### src/rtl/mem_arbiter_if.sv
// mem_arbiter_if: native valid/ready memory port (request fields, completion and read data)
interface mem_arbiter_if;
  logic        valid;
  logic        instr;
  logic [31:0] addr;
  logic [31:0] wdata;
  logic [3:0]  wstrb;
  logic        ready;
  logic [31:0] rdata;
  modport master(output valid, instr, addr, wdata, wstrb, input ready, rdata);
  modport slave(input valid, instr, addr, wdata, wstrb, output ready, rdata);
endinterface

### src/rtl/mem_arbiter.sv
// mem_arbiter: two-master memory port arbiter with watchdog; MEM_ARBITER_ROUND_ROBIN_EN selects round-robin ties
module mem_arbiter #(
  parameter int unsigned TIMEOUT = 255
) (
  input  logic          clk,
  input  logic          reset,
  mem_arbiter_if.slave  m0,
  mem_arbiter_if.slave  m1,
  mem_arbiter_if.master mem,
  output logic          timeout
);
  typedef enum logic [1:0] {IDLE, GRANT0, GRANT1} state_t;
  localparam logic [7:0] LIMIT = 8'(TIMEOUT);
  state_t     state;
  logic [7:0] cnt;
  logic       last;
  logic       g0, g1, cur_valid, expire, done, win1, tie1;
`ifdef MEM_ARBITER_ROUND_ROBIN_EN
  assign tie1 = !last;
`else
  assign tie1 = 1'b0;
`endif
  always_comb begin
    g0        = state == GRANT0;
    g1        = state == GRANT1;
    cur_valid = g0 ? m0.valid : g1 ? m1.valid : 1'b0;
    expire    = cur_valid && cnt == LIMIT && !mem.ready;
    done      = cur_valid && (mem.ready || expire);
    win1      = m1.valid && (!m0.valid || tie1);
    mem.valid = g0 || g1;
    mem.instr = g0 ? m0.instr : g1 ? m1.instr : 1'b0;
    mem.addr  = g0 ? m0.addr  : g1 ? m1.addr  : 32'h0;
    mem.wdata = g0 ? m0.wdata : g1 ? m1.wdata : 32'h0;
    mem.wstrb = g0 ? m0.wstrb : g1 ? m1.wstrb : 4'h0;
    m0.ready  = g0 && done;
    m1.ready  = g1 && done;
    m0.rdata  = g0 && cur_valid && mem.ready ? mem.rdata : 32'h0;
    m1.rdata  = g1 && cur_valid && mem.ready ? mem.rdata : 32'h0;
    timeout   = expire;
  end
  always_ff @(posedge clk) begin
    if (reset) begin
      state <= IDLE;
      cnt   <= 8'h0;
      last  <= 1'b1;
    end else if (state == IDLE) begin
      cnt <= 8'h0;
      if (m0.valid || m1.valid) begin
        state <= win1 ? GRANT1 : GRANT0;
        last  <= win1;
      end
    end else if (!cur_valid || done) begin
      state <= IDLE;
    end else begin
      cnt <= cnt + 8'h1;
    end
  end
endmodule

### src/flat_wrapper.sv
// flat-port wrapper written by rule: the top's interface ports become plain ports
module mem_arbiter_flat 
#(
  parameter int unsigned TIMEOUT = 255
)
  (clk, reset, timeout, m0_valid, m0_instr, m0_addr, m0_wdata, m0_wstrb, m0_ready, m0_rdata, m1_valid, m1_instr, m1_addr, m1_wdata, m1_wstrb, m1_ready, m1_rdata, mem_valid, mem_instr, mem_addr, mem_wdata, mem_wstrb, mem_ready, mem_rdata);
  mem_arbiter_if m0_i ();
  mem_arbiter_if m1_i ();
  mem_arbiter_if mem_i ();
  input  logic clk;
  input  logic reset;
  output logic timeout;
  input wire logic [$bits(m0_i.valid)-1:0] m0_valid;
  input wire logic [$bits(m0_i.instr)-1:0] m0_instr;
  input wire logic [$bits(m0_i.addr)-1:0] m0_addr;
  input wire logic [$bits(m0_i.wdata)-1:0] m0_wdata;
  input wire logic [$bits(m0_i.wstrb)-1:0] m0_wstrb;
  output wire logic [$bits(m0_i.ready)-1:0] m0_ready;
  output wire logic [$bits(m0_i.rdata)-1:0] m0_rdata;
  input wire logic [$bits(m1_i.valid)-1:0] m1_valid;
  input wire logic [$bits(m1_i.instr)-1:0] m1_instr;
  input wire logic [$bits(m1_i.addr)-1:0] m1_addr;
  input wire logic [$bits(m1_i.wdata)-1:0] m1_wdata;
  input wire logic [$bits(m1_i.wstrb)-1:0] m1_wstrb;
  output wire logic [$bits(m1_i.ready)-1:0] m1_ready;
  output wire logic [$bits(m1_i.rdata)-1:0] m1_rdata;
  output wire logic [$bits(mem_i.valid)-1:0] mem_valid;
  output wire logic [$bits(mem_i.instr)-1:0] mem_instr;
  output wire logic [$bits(mem_i.addr)-1:0] mem_addr;
  output wire logic [$bits(mem_i.wdata)-1:0] mem_wdata;
  output wire logic [$bits(mem_i.wstrb)-1:0] mem_wstrb;
  input wire logic [$bits(mem_i.ready)-1:0] mem_ready;
  input wire logic [$bits(mem_i.rdata)-1:0] mem_rdata;
  assign m0_i.valid = m0_valid;
  assign m0_i.instr = m0_instr;
  assign m0_i.addr = m0_addr;
  assign m0_i.wdata = m0_wdata;
  assign m0_i.wstrb = m0_wstrb;
  assign m0_ready = m0_i.ready;
  assign m0_rdata = m0_i.rdata;
  assign m1_i.valid = m1_valid;
  assign m1_i.instr = m1_instr;
  assign m1_i.addr = m1_addr;
  assign m1_i.wdata = m1_wdata;
  assign m1_i.wstrb = m1_wstrb;
  assign m1_ready = m1_i.ready;
  assign m1_rdata = m1_i.rdata;
  assign mem_valid = mem_i.valid;
  assign mem_instr = mem_i.instr;
  assign mem_addr = mem_i.addr;
  assign mem_wdata = mem_i.wdata;
  assign mem_wstrb = mem_i.wstrb;
  assign mem_i.ready = mem_ready;
  assign mem_i.rdata = mem_rdata;
  mem_arbiter #(.TIMEOUT(TIMEOUT)) u_core (.clk(clk), .reset(reset), .m0(m0_i), .m1(m1_i), .mem(mem_i), .timeout(timeout));
endmodule
### config.mk
export PLATFORM = sky130hd
export DESIGN_NAME = mem_arbiter_flat
export DESIGN_NICKNAME = d
export VERILOG_FILES = /design/src/rtl/mem_arbiter_if.sv /design/src/rtl/mem_arbiter.sv /design/src/flat_wrapper.sv
export SDC_FILE = /design/constraint.sdc
export NUM_CORES = 1
export LEC_CHECK = 0
export BUFFER_PORTS_ARGS = -buffer_cell sky130_fd_sc_hd__clkbuf_2
export CORE_AREA = 3 3 120 122
export CTS_CLUSTER_DIAMETER = 150
export DETAILED_ROUTE_END_ITERATION = 6
export DIE_AREA = 0 0 123 125
export GPL_ROUTABILITY_DRIVEN = 0
export REMOVE_ABC_BUFFERS = 1
export SKIP_CTS_REPAIR_TIMING = 1
export SLEW_MARGIN = 20
export SYNTH_ARGS = -nofsm -noshare
export SYNTH_HDL_FRONTEND = slang
export SYNTH_SLANG_ARGS = --single-unit
export TNS_END_PERCENT = 30
### constraint.sdc
create_clock -name clk -period 2.7 [get_ports clk]
set_clock_uncertainty 0.15 [all_clocks]
set_input_delay 0.27 -clock clk [delete_from_list [all_inputs] [get_ports clk]]
set_output_delay 0.27 -clock clk [all_outputs]
set_load 0.05 [all_outputs]
==> flow_metrics.py, run 1 <==
metrics = {
    "clock_tree": {
        "path_clk_slew_ps": 40,
        "cts_max_path_buffers": 2,
        "tritoncts": "built",
        "cts_buffers": 3,
        "insertion_delay_ps": 240,
        "h-tree-depth": 1,
        "cts_root_buffer": "clkbuf_16",
        "cts_sinks": 10,
    },
    "detailed_routing": {
        "vias_per_cell": 4.06,
        "drt-total-wl_mm": 11.4,
        "drt_iter0_markers": 170,
        "post-route-drc-count": 0,
        "wl_per_cell_um": 13.7,
        "vias": 3391,
        "dr.pass1.iters": 4,
        "route.antenna.remaining_nets": 0,
    },
    "setup_path": {
        "start_kind": "register",
        "crit_fanout": 32,
        "cp-end-kind": "output pin",
        "crit_path_top_delay_cell": "dfxtp_1",
        "critPathKind": "reg -> out",
        "rrSetupSlack_ps": 700,
        "worstPathCellList": "inv_1 > ha_4 > o21ai_0 > and3_1 > buf_4 > and2_1 > clkbuf_2",
        "cp.arrival_ps": 2040,
        "max_stage_delay_ps": 350,
        "cp_data_required_time_ps": 2280,
    },
    "sta": {
        "post-route-period-util_pct": 90.9,
        "max_freq_mhz": 407,
        "maxSlewHeadroom_pct": 61.2,
        "tightestPinTransition_ps": 581,
        "rsz0062_at_grt": "no",
        "setup_viol": 0,
        "slew_viol_final": 0,
        "post-route-min-period_ps": 2460,
        "setup_slack_ps": 245,
        "hold_violations": 0,
    },
    "die": {
        "die_x_um": 123,
        "dieHeight_um": 125,
        "start_util_pct": 14.9,
        "num_rows": 42,
        "coreArea_mm2": 0.0133,
        "pin_count": 312,
        "dieArea_mm2": 0.0154,
    },
    "placement": {
        "dp_cells": 832,
        "port-buffer-count": 311,
        "dpl.hpwl_mm": 9.79,
        "pre_cts_ws_ps": 494,
    },
    "final_layout": {
        "area_growth_pct": 106,
        "antenna_cells": 0,
        "drive_above_1_share_pct": 49.7,
        "seq_area_um2": 200,
        "fin_cells": 836,
        "multi_input_area_mm2": 0.00166,
        "final_core_util_pct": 30.8,
        "num-fill-cells": 1496,
        "nets": 840,
    },
    "min_path": {
        "hold_path_class": "in -> reg",
    },
    "logic_synthesis": {
        "yosys_warnings": 0,
        "synthTopCellsByCount": "136 x nand2_1, 70 x o21ai_0, 64 x and2_1",
        "synth_top_area_share_pct": 25.8,
        "netlist_area_mm2": 0.00198,
        "synth_edf_count": 0,
        "async_reset_ff_share_pct": 0,
        "synth_top_area_cell": "nand2_1",
        "synth-seq-area-share_pct": 10.1,
        "synthMostInstantiatedCell": "nand2_1",
        "ys_top_cells_by_area": "nand2_1 26%, and2_1 20%, o21ai_0 18%, dfxtp_1 10%, clkbuf_1 5.5%",
        "syn_inst": 368,
        "synth_seq_cells": 10,
        "synth_ff_type": "dfxtp_1",
        "synth_cell_type_count": 28,
        "syn_avg_cell_area_um2": 5.38,
    },
    "pwr": {
        "switchingPower_mw": 0.592,
        "seqPwrFrac_pct": 13.0,
        "pwr-share-comb_pct": 62.2,
        "intPower_mw": 0.584,
        "power.density_mw_per_mm2": 288,
        "p_clk_share_pct": 24.9,
        "irDropWorstVdd_mv": 0.243,
        "switching_share_pct": 50.3,
        "p_leak_nw": 2.11,
    },
    "grt": {
        "grt_pass1_wl_mm": 16.7,
        "gr-total-overflow": 0,
        "grtUsageTotal_pct": 13.3,
        "antenna_found_initial": 0,
        "grt_pass1_vias": 3096,
        "grt_max_degree": 71,
    },
    "job": {
        "max-cap-violations": 0,
    },
    "status": {
        "status": "finished clean",
    },
}
cells in the final DEF (no fill, tap or decap), types with 2 or more instances in the layout:
cell and count:
clkbuf_2 293, nand2_1 136, o21ai_0 70, and2_1 64, buf_12 20, dfxtp_1 10
a21oi_1 7, nor2_1 6, inv_1 5, or4_1 5, buf_4 5, a22o_1 4
or3_1 4, nand3_1 3, mux2i_1 3, clkbuf_16 3, and3_1 2, nor2b_1 2
nor3_1 2, o41ai_1 2, ha_1 2
layout make-up:
| type | count | area share (%) |
|---|---|---|
| sequential | 10 | 4.90 |
| clock buffer | 4 | 2.17 |
| multi-input combinational | 323 | 40.5 |
| tap | 176 | 5.39 |
| timing repair buffer | 318 | 46.6 |
| inverter | 5 | 0.459 |
critical path: cells and delay by family, from the launching register on:
family | cells | cell delay (ps)
and+or+nand+nor | 2 | 360
buffers and inverters | 3 | 620
DFF | 1 | 350
AOI/OAI and AO/OA | 1 | 260
adders and majority gates | 1 | 200
metrics by stage:
step	hold WS, ps	area [um^2]	setup TNS [ps]	power [mW]
5_1_grt	155	4090	0	1.24
6_report	130	4090	0	1.18
3_3_place_gp	324	4000	0	0.891
4_1_cts	122	4090	0	1.19
3_5_place_dp	329	4000	0	0.891
2_1_floorplan	189	1860	-208930	0.610
cell families after synthesis:
kind of cell | count (synthesis) | share of synthesized area [%]
AO/OA/AOI/OAI | 85 | 22.9
adder cells (fa/ha/maj) | 4 | 2.53
flip-flops | 10 | 10.1
multiplexers | 3 | 1.52
AND/OR/NAND/NOR | 231 | 56.0
buffers and inverters | 35 | 7.01
registers in the layout, summed over array words and instances, names as in the netlist:
| name | flops |
|---|---|
| u_core.cnt | 8 |
| u_core.state | 2 |
per-layer routing:
layer  global-route usage, %  vias to the layer above  wire (um)
met5                       0                        -          0
met2                    23.0                      134       5480
li1                        -                     1789          -
met4                    2.15                        0        150
met3                    2.39                       11       1020
met1                    17.4                     1457       4770
worst paths after layout:
check	startpoint	endpoint	cells past startpoint
max	u_core.state[1]	m1_rdata[19]	7
min	reset	u_core.state[0]	2
max reg2reg	u_core.state[1]	u_core.cnt[7]	6
min reg2reg	u_core.cnt[6]	u_core.cnt[6]	2
power groups by stage:
stage | combinational [mW] | sequential (mW) | clock [mW]
6_report | 0.732 | 0.152 | 0.292
5_1_grt | 0.786 | 0.153 | 0.306
4_1_cts | 0.738 | 0.152 | 0.300
3_5_place_dp | 0.736 | 0.155 | 0
3_3_place_gp | 0.736 | 0.155 | 0
2_1_floorplan | 0.456 | 0.154 | 0
(Power assumes the default switching activity.)
==> run 2: changes to the inputs <==
- ABC_AREA: unset -> 1
==> run 2 against run 1 <==
Effect of this change: final area is 12% lower; sequential power hardly changed; combinational power is 8.2% higher; register-to-register slack better by 200 ps; largest power group unchanged.
==> flow_metrics.py, run 2 <==
metrics = {
    "clock_tree": {
        "cts_buffers": 3,
        "insertion_delay_ps": 240,
        "path_clk_slew_ps": 40,
        "cts_root_buffer": "clkbuf_16",
        "cts_sinks": 10,
        "tritoncts": "built",
        "h-tree-depth": 1,
        "cts_max_path_buffers": 2,
    },
    "final_layout": {
        "regMostFlops": "u_core.cnt",
        "fin_cells": 762,
        "drive_above_1_share_pct": 57.0,
        "largest_reg_flops": 8,
        "seq_area_um2": 200,
        "num-fill-cells": 1477,
        "antenna_cells": 0,
        "reg_top3": "u_core.cnt (8), u_core.state (2)",
        "multi_input_area_mm2": 0.00121,
        "nets": 766,
        "layout_commonest_cell": "clkbuf_2",
        "area_growth_pct": 112,
        "final_cell_mix": "308 x clkbuf_2, 76 x nor2_1, 69 x a22o_1",
    },
    "die": {
        "coreArea_mm2": 0.0133,
        "pin_count": 312,
        "start_util_pct": 12.8,
        "dieHeight_um": 125,
        "num_rows": 42,
        "dieArea_mm2": 0.0154,
        "die_x_um": 123,
    },
    "logic_synthesis": {
        "synth-compound-area-share_pct": 39.2,
        "synth_seq_cells": 10,
        "synthSimpleGateAreaFrac_pct": 26.5,
        "yosys_warnings": 0,
        "synth_edf_count": 0,
        "synthAdderAreaFrac_pct": 2.95,
        "ys_top_cells_by_area": "a22o_1 36%, nor2_1 17%, dfxtp_1 12%, inv_1 9.5%, nand2_1 6.2%",
        "netlist_area_mm2": 0.00170,
        "synth-seq-area-share_pct": 11.8,
        "synthMostInstantiatedCell": "nor2_1",
        "synthTopCellsByCount": "76 x nor2_1, 69 x a22o_1, 43 x inv_1",
        "syn_inst": 281,
        "synthMuxAreaShare_pct": 0,
        "synth_top_area_share_pct": 35.6,
        "syn_avg_cell_area_um2": 6.03,
        "synth_xor_area_share_pct": 2.58,
        "async_reset_ff_share_pct": 0,
        "synth_top_family_by_area": "compound AO/OA/AOI/OAI gates",
        "synth_ff_type": "dfxtp_1",
        "synth_cell_type_count": 21,
        "synth_top_area_cell": "a22o_1",
    },
    "setup_path": {
        "ff2ff_path_depth": 8,
        "path_delay_family": "buffers and inverters",
        "worstPathCellList": "inv_1 > ha_2 > nor2_4 > buf_4 > a22o_1 > clkbuf_2",
        "cp.buffers_inverters": 3,
        "max_stage_delay_ps": 420,
        "start_kind": "register",
        "rrSetupSlack_ps": 900,
        "cp_data_required_time_ps": 2280,
        "crit_path_top_delay_cell": "nor2_4",
        "cp.arrival_ps": 2000,
        "cp-end-kind": "output pin",
        "r2r-end": "u_core.cnt[6]",
        "crit_cells": 6,
        "critPathKind": "reg -> out",
        "crit_fanout": 15,
        "timing.rr.start": "u_core.state[1]",
    },
    "detailed_routing": {
        "vias_per_cell": 4.01,
        "post-route-drc-count": 0,
        "drt_iter0_markers": 210,
        "dr.pass1.iters": 5,
        "route.antenna.remaining_nets": 0,
        "wl_per_cell_um": 16.5,
        "drt-total-wl_mm": 12.6,
        "vias": 3057,
    },
    "sta": {
        "max_freq_mhz": 414,
        "post-route-min-period_ps": 2420,
        "whs_ps": 77.4,
        "hold_violations": 0,
        "tightestPinTransition_ps": 482,
        "setup_viol": 0,
        "maxSlewHeadroom_pct": 67.8,
        "post-route-period-util_pct": 89.5,
        "slew_viol_final": 0,
        "rsz0062_at_grt": "no",
    },
    "min_path": {
        "whs_path_depth": 2,
        "hold_end": "u_core.state[0]",
        "min-delay-start": "reset",
        "hold_path_class": "in -> reg",
    },
    "status": {
        "status": "finished clean",
    },
    "grt": {
        "grtUsageTotal_pct": 14.5,
        "grt_pass1_vias": 2772,
        "grt_pass1_wl_mm": 16.9,
        "grt_max_degree": 70,
        "antenna_found_initial": 0,
        "gr-total-overflow": 0,
    },
    "pwr": {
        "p_leak_nw": 2.25,
        "power.total_mw": 1.24,
        "irDropWorstVdd_mv": 0.297,
        "power.density_mw_per_mm2": 345,
    },
    "placement": {
        "dpl.hpwl_mm": 11.1,
        "dp_cells": 758,
        "port-buffer-count": 311,
    },
    "job": {
        "max-cap-violations": 0,
    },
}
[run 2: cell count changes after synthesis, moves of 4 or more]
cell,change
nand2_1,-108
a22o_1,+65
and2_1,-64
or4_1,-5
buf_2,+14
or3_1,-4
clkbuf_1,-24
nor2_1,+70
o21ai_0,-69
inv_1,+38
[run 2: cell type report]
type	count	area share, %
Clock buffer	4	2.47
Tap cell	176	6.12
Sequential cell	10	5.57
Inverter	45	4.70
Timing Repair Buffer	323	47.4
Multi-Input combinational cell	204	33.8
[run 2: how the worst max path moves through the flow]
stage / slack [ps] / from / to
after floorplan: -1240 / u_core.state[1] / m1_rdata[0]
after global placement: 550 / u_core.state[0] / mem_addr[0]
after global routing: 180 / u_core.state[0] / mem_wdata[5]
after CTS: 260 / u_core.state[1] / mem_wdata[5]
final: 280 / u_core.state[1] / mem_wstrb[0]
after detailed placement: 530 / u_core.state[1] / mem_wdata[5]
[run 2: where the power goes]
group	leakage (nW)	switching [mW]	internal (mW)
Sequential	0.0809	0.00204	0.151
Combinational	2.13	0.553	0.238
Clock	0.0442	0.0728	0.223
Total	2.25	0.628	0.612
[run 2: layer usage]
metal	up-vias	wire (um)	GRT usage, %
li1	1548	-	-
met3	0	993	1.63
met2	155	5470	22.4
met5	-	0	0
met4	0	0	0.651
met1	1354	6150	22.6
[run 2: logic make-up after synthesis]
group,count (synthesis)
simple gates,114
fa+ha+maj,4
xor+xnor,5
flops,10
compound gates,81
buf+inv,67
[run 2: metrics by stage]
| stage | TNS, ps | setup WS (ps) | utilization (%) | cell area (um^2) |
|---|---|---|---|---|
| 2_1_floorplan | -145720 | -1240 | - | 1580 |
| 3_3_place_gp | 0 | 548 | 26.4 | 3510 |
| 3_5_place_dp | 0 | 526 | 26.4 | 3510 |
| 4_1_cts | 0 | 262 | 27.1 | 3600 |
| 5_1_grt | 0 | 178 | 27.1 | 3600 |
| 6_report | 0 | 283 | 27.1 | 3600 |
[run 2: worst reg2reg max path: cells and delay by family (launching register included)]
kind                     cells  cell delay, ps
AO/OA/AOI/OAI                1             120
adder cells (fa/ha/maj)      1             260
buffers and inverters        2             330
flip-flops                   1             320
AND/OR/NAND/NOR              4             550
==> run 3: changes to the inputs <==
- CELL_PAD_IN_SITES_DETAIL_PLACEMENT: unset -> 0
- CELL_PAD_IN_SITES_GLOBAL_PLACEMENT: unset -> 1
- CORE_AREA: 3 3 120 122 -> unset
- CORE_ASPECT_RATIO: unset -> 0.5
- CORE_MARGIN: unset -> 3
- CORE_UTILIZATION: unset -> 15
- DIE_AREA: 0 0 123 125 -> unset
- PLACE_DENSITY_LB_ADDON: unset -> 0.1
==> run 3 against run 2 <==
Effect of this change: sequential power about the same; sequential cell count unchanged; global-route usage increased by 1.7 points; critical path type unchanged; critical endpoint is now mem_wdata[30]; largest cell class unchanged.
==> flow_metrics.py, run 3 (synthesis gave the netlist of run 2 again) <==
metrics = {
    "status": {
        "status": "finished clean",
    },
    "sta": {
        "maxSlewHeadroom_pct": 61.4,
        "slew_viol_final": 0,
        "post-route-min-period_ps": 2390,
        "setup_viol": 0,
        "hold_violations": 0,
        "post-route-period-util_pct": 88.6,
        "rsz0062_at_grt": "no",
        "setup_tns_ps": 0,
        "tightestPinTransition_ps": 579,
        "max_freq_mhz": 418,
    },
    "detailed_routing": {
        "dr.pass1.iters": 6,
        "vias_per_cell": 4.15,
        "drt-total-wl_mm": 11.9,
        "drt_iter0_markers": 157,
        "vias": 2982,
        "wl_per_cell_um": 16.6,
        "route.antenna.remaining_nets": 0,
        "post-route-drc-count": 0,
    },
    "setup_path": {
        "max_stage_delay_ps": 500,
        "r2r-end": "u_core.cnt[3]",
        "crit_cells": 5,
        "start_kind": "register",
        "timing.rr.start": "u_core.state[1]",
        "crit_fanout": 55,
        "cp.arrival_ps": 1970,
        "worstSetupEndpoint": "mem_wdata[30]",
        "worstPathCellList": "inv_1 > ha_2 > buf_4 > a22o_1 > clkbuf_2",
        "cp_data_required_time_ps": 2280,
        "critPathKind": "reg -> out",
        "cp.buffers_inverters": 3,
        "crit_path_top_delay_cell": "buf_4",
        "cp-end-kind": "output pin",
        "ff2ff_path_depth": 9,
        "path_delay_family": "buffers and inverters",
        "rrSetupSlack_ps": 920,
        "crit_start": "u_core.state[1]",
    },
    "final_layout": {
        "layout_commonest_cell": "clkbuf_2",
        "nets": 759,
        "reg_top3": "u_core.cnt (8), u_core.state (2)",
        "area_growth_pct": 110,
        "antenna_cells": 0,
        "largest_reg_flops": 8,
        "drive_above_1_share_pct": 56.5,
        "final_core_util_pct": 33.6,
        "final_cell_mix": "304 x clkbuf_2, 76 x nor2_1, 69 x a22o_1",
        "regMostFlops": "u_core.cnt",
        "postLayoutCellArea_mm2": 0.00356,
    },
    "min_path": {
        "hold_path_class": "in -> reg",
    },
    "die": {
        "coreArea_mm2": 0.0106,
        "num_rows": 26,
        "start_util_pct": 16.0,
        "die_x_um": 156,
        "pin_count": 312,
        "dieArea_mm2": 0.0127,
        "dieHeight_um": 81.2,
    },
    "clock_tree": {
        "tritoncts": "built",
        "path_clk_slew_ps": 40,
        "cts_sinks": 10,
        "cts_buffers": 3,
        "cts_root_buffer": "clkbuf_16",
        "insertion_delay_ps": 240,
        "h-tree-depth": 1,
        "cts_max_path_buffers": 2,
    },
    "grt": {
        "grt_pass1_vias": 2723,
        "antenna_found_initial": 1,
        "grt_max_degree": 70,
        "grtUsageTotal_pct": 16.2,
        "grt_pass1_wl_mm": 16.1,
        "gr-total-overflow": 0,
    },
    "placement": {
        "port-buffer-count": 311,
        "place_area_mm2": 0.00347,
        "dpl.hpwl_mm": 10.1,
    },
    "job": {
        "max-cap-violations": 0,
    },
    "pwr": {
        "p_leak_nw": 2.23,
        "power.total_mw": 1.21,
        "irDropWorstVdd_mv": 0.311,
        "power.density_mw_per_mm2": 341,
    },
}
-- run 3: worst min-delay path by stage --
stage               startpoint         endpoint  slack (ps)  cells after the start
floorplan                reset  u_core.state[0]         190                      1
global placement         reset  u_core.state[0]         320                      2
detailed placement       reset  u_core.state[0]         320                      2
CTS                      reset  u_core.state[0]          60                      2
global route             reset  u_core.state[0]          80                      2
finish                   reset  u_core.state[0]          70                      2
-- run 3: layer usage --
metal  wire, um  part of all wire [%]  vias up  track usage, %
met3        779                   6.5        9            2.82
met5          7                 0.059        -               0
li1           -                     -     1531               -
met2       6180                    52       91            29.1
met1       4850                    41     1349            20.6
met4         94                  0.79        2            2.88
-- run 3: through the flow --
stage | hold WS (ps) | std cells | setup WS [ps]
after floorplan | 189 | 259 | -1240
after global placement | 321 | 715 | 609
after detailed placement | 317 | 715 | 570
after CTS | 62.9 | 719 | 310
after global routing | 81.1 | 719 | 205
final | 70.3 | 719 | 308
-- run 3: cell type report --
class                      count  area (um^2)
inverter                      45          169
fill                        1214         7050
tap                          140          175
timing repair buffer         316         1710
multi-input combinational    204         1210
clock buffer                   4         88.8
sequential                    10          200
-- run 3: power by group --
group	total [mW]	leakage, nW	switching (mW)	internal, mW
Combinational	0.768	2.10	0.538	0.231
Clock	0.293	0.0442	0.0699	0.223
Sequential	0.153	0.0809	0.00204	0.151
-- run 3: worst reg2reg max path: stages (launching register included) --
cell,delay [ps]
dfxtp_1,340
inv_1,70
ha_2,210
inv_2,60
nand3_1,70
nand2_2,100
nand3_2,230
inv_1,260
nand2_1,80
a21oi_1,130
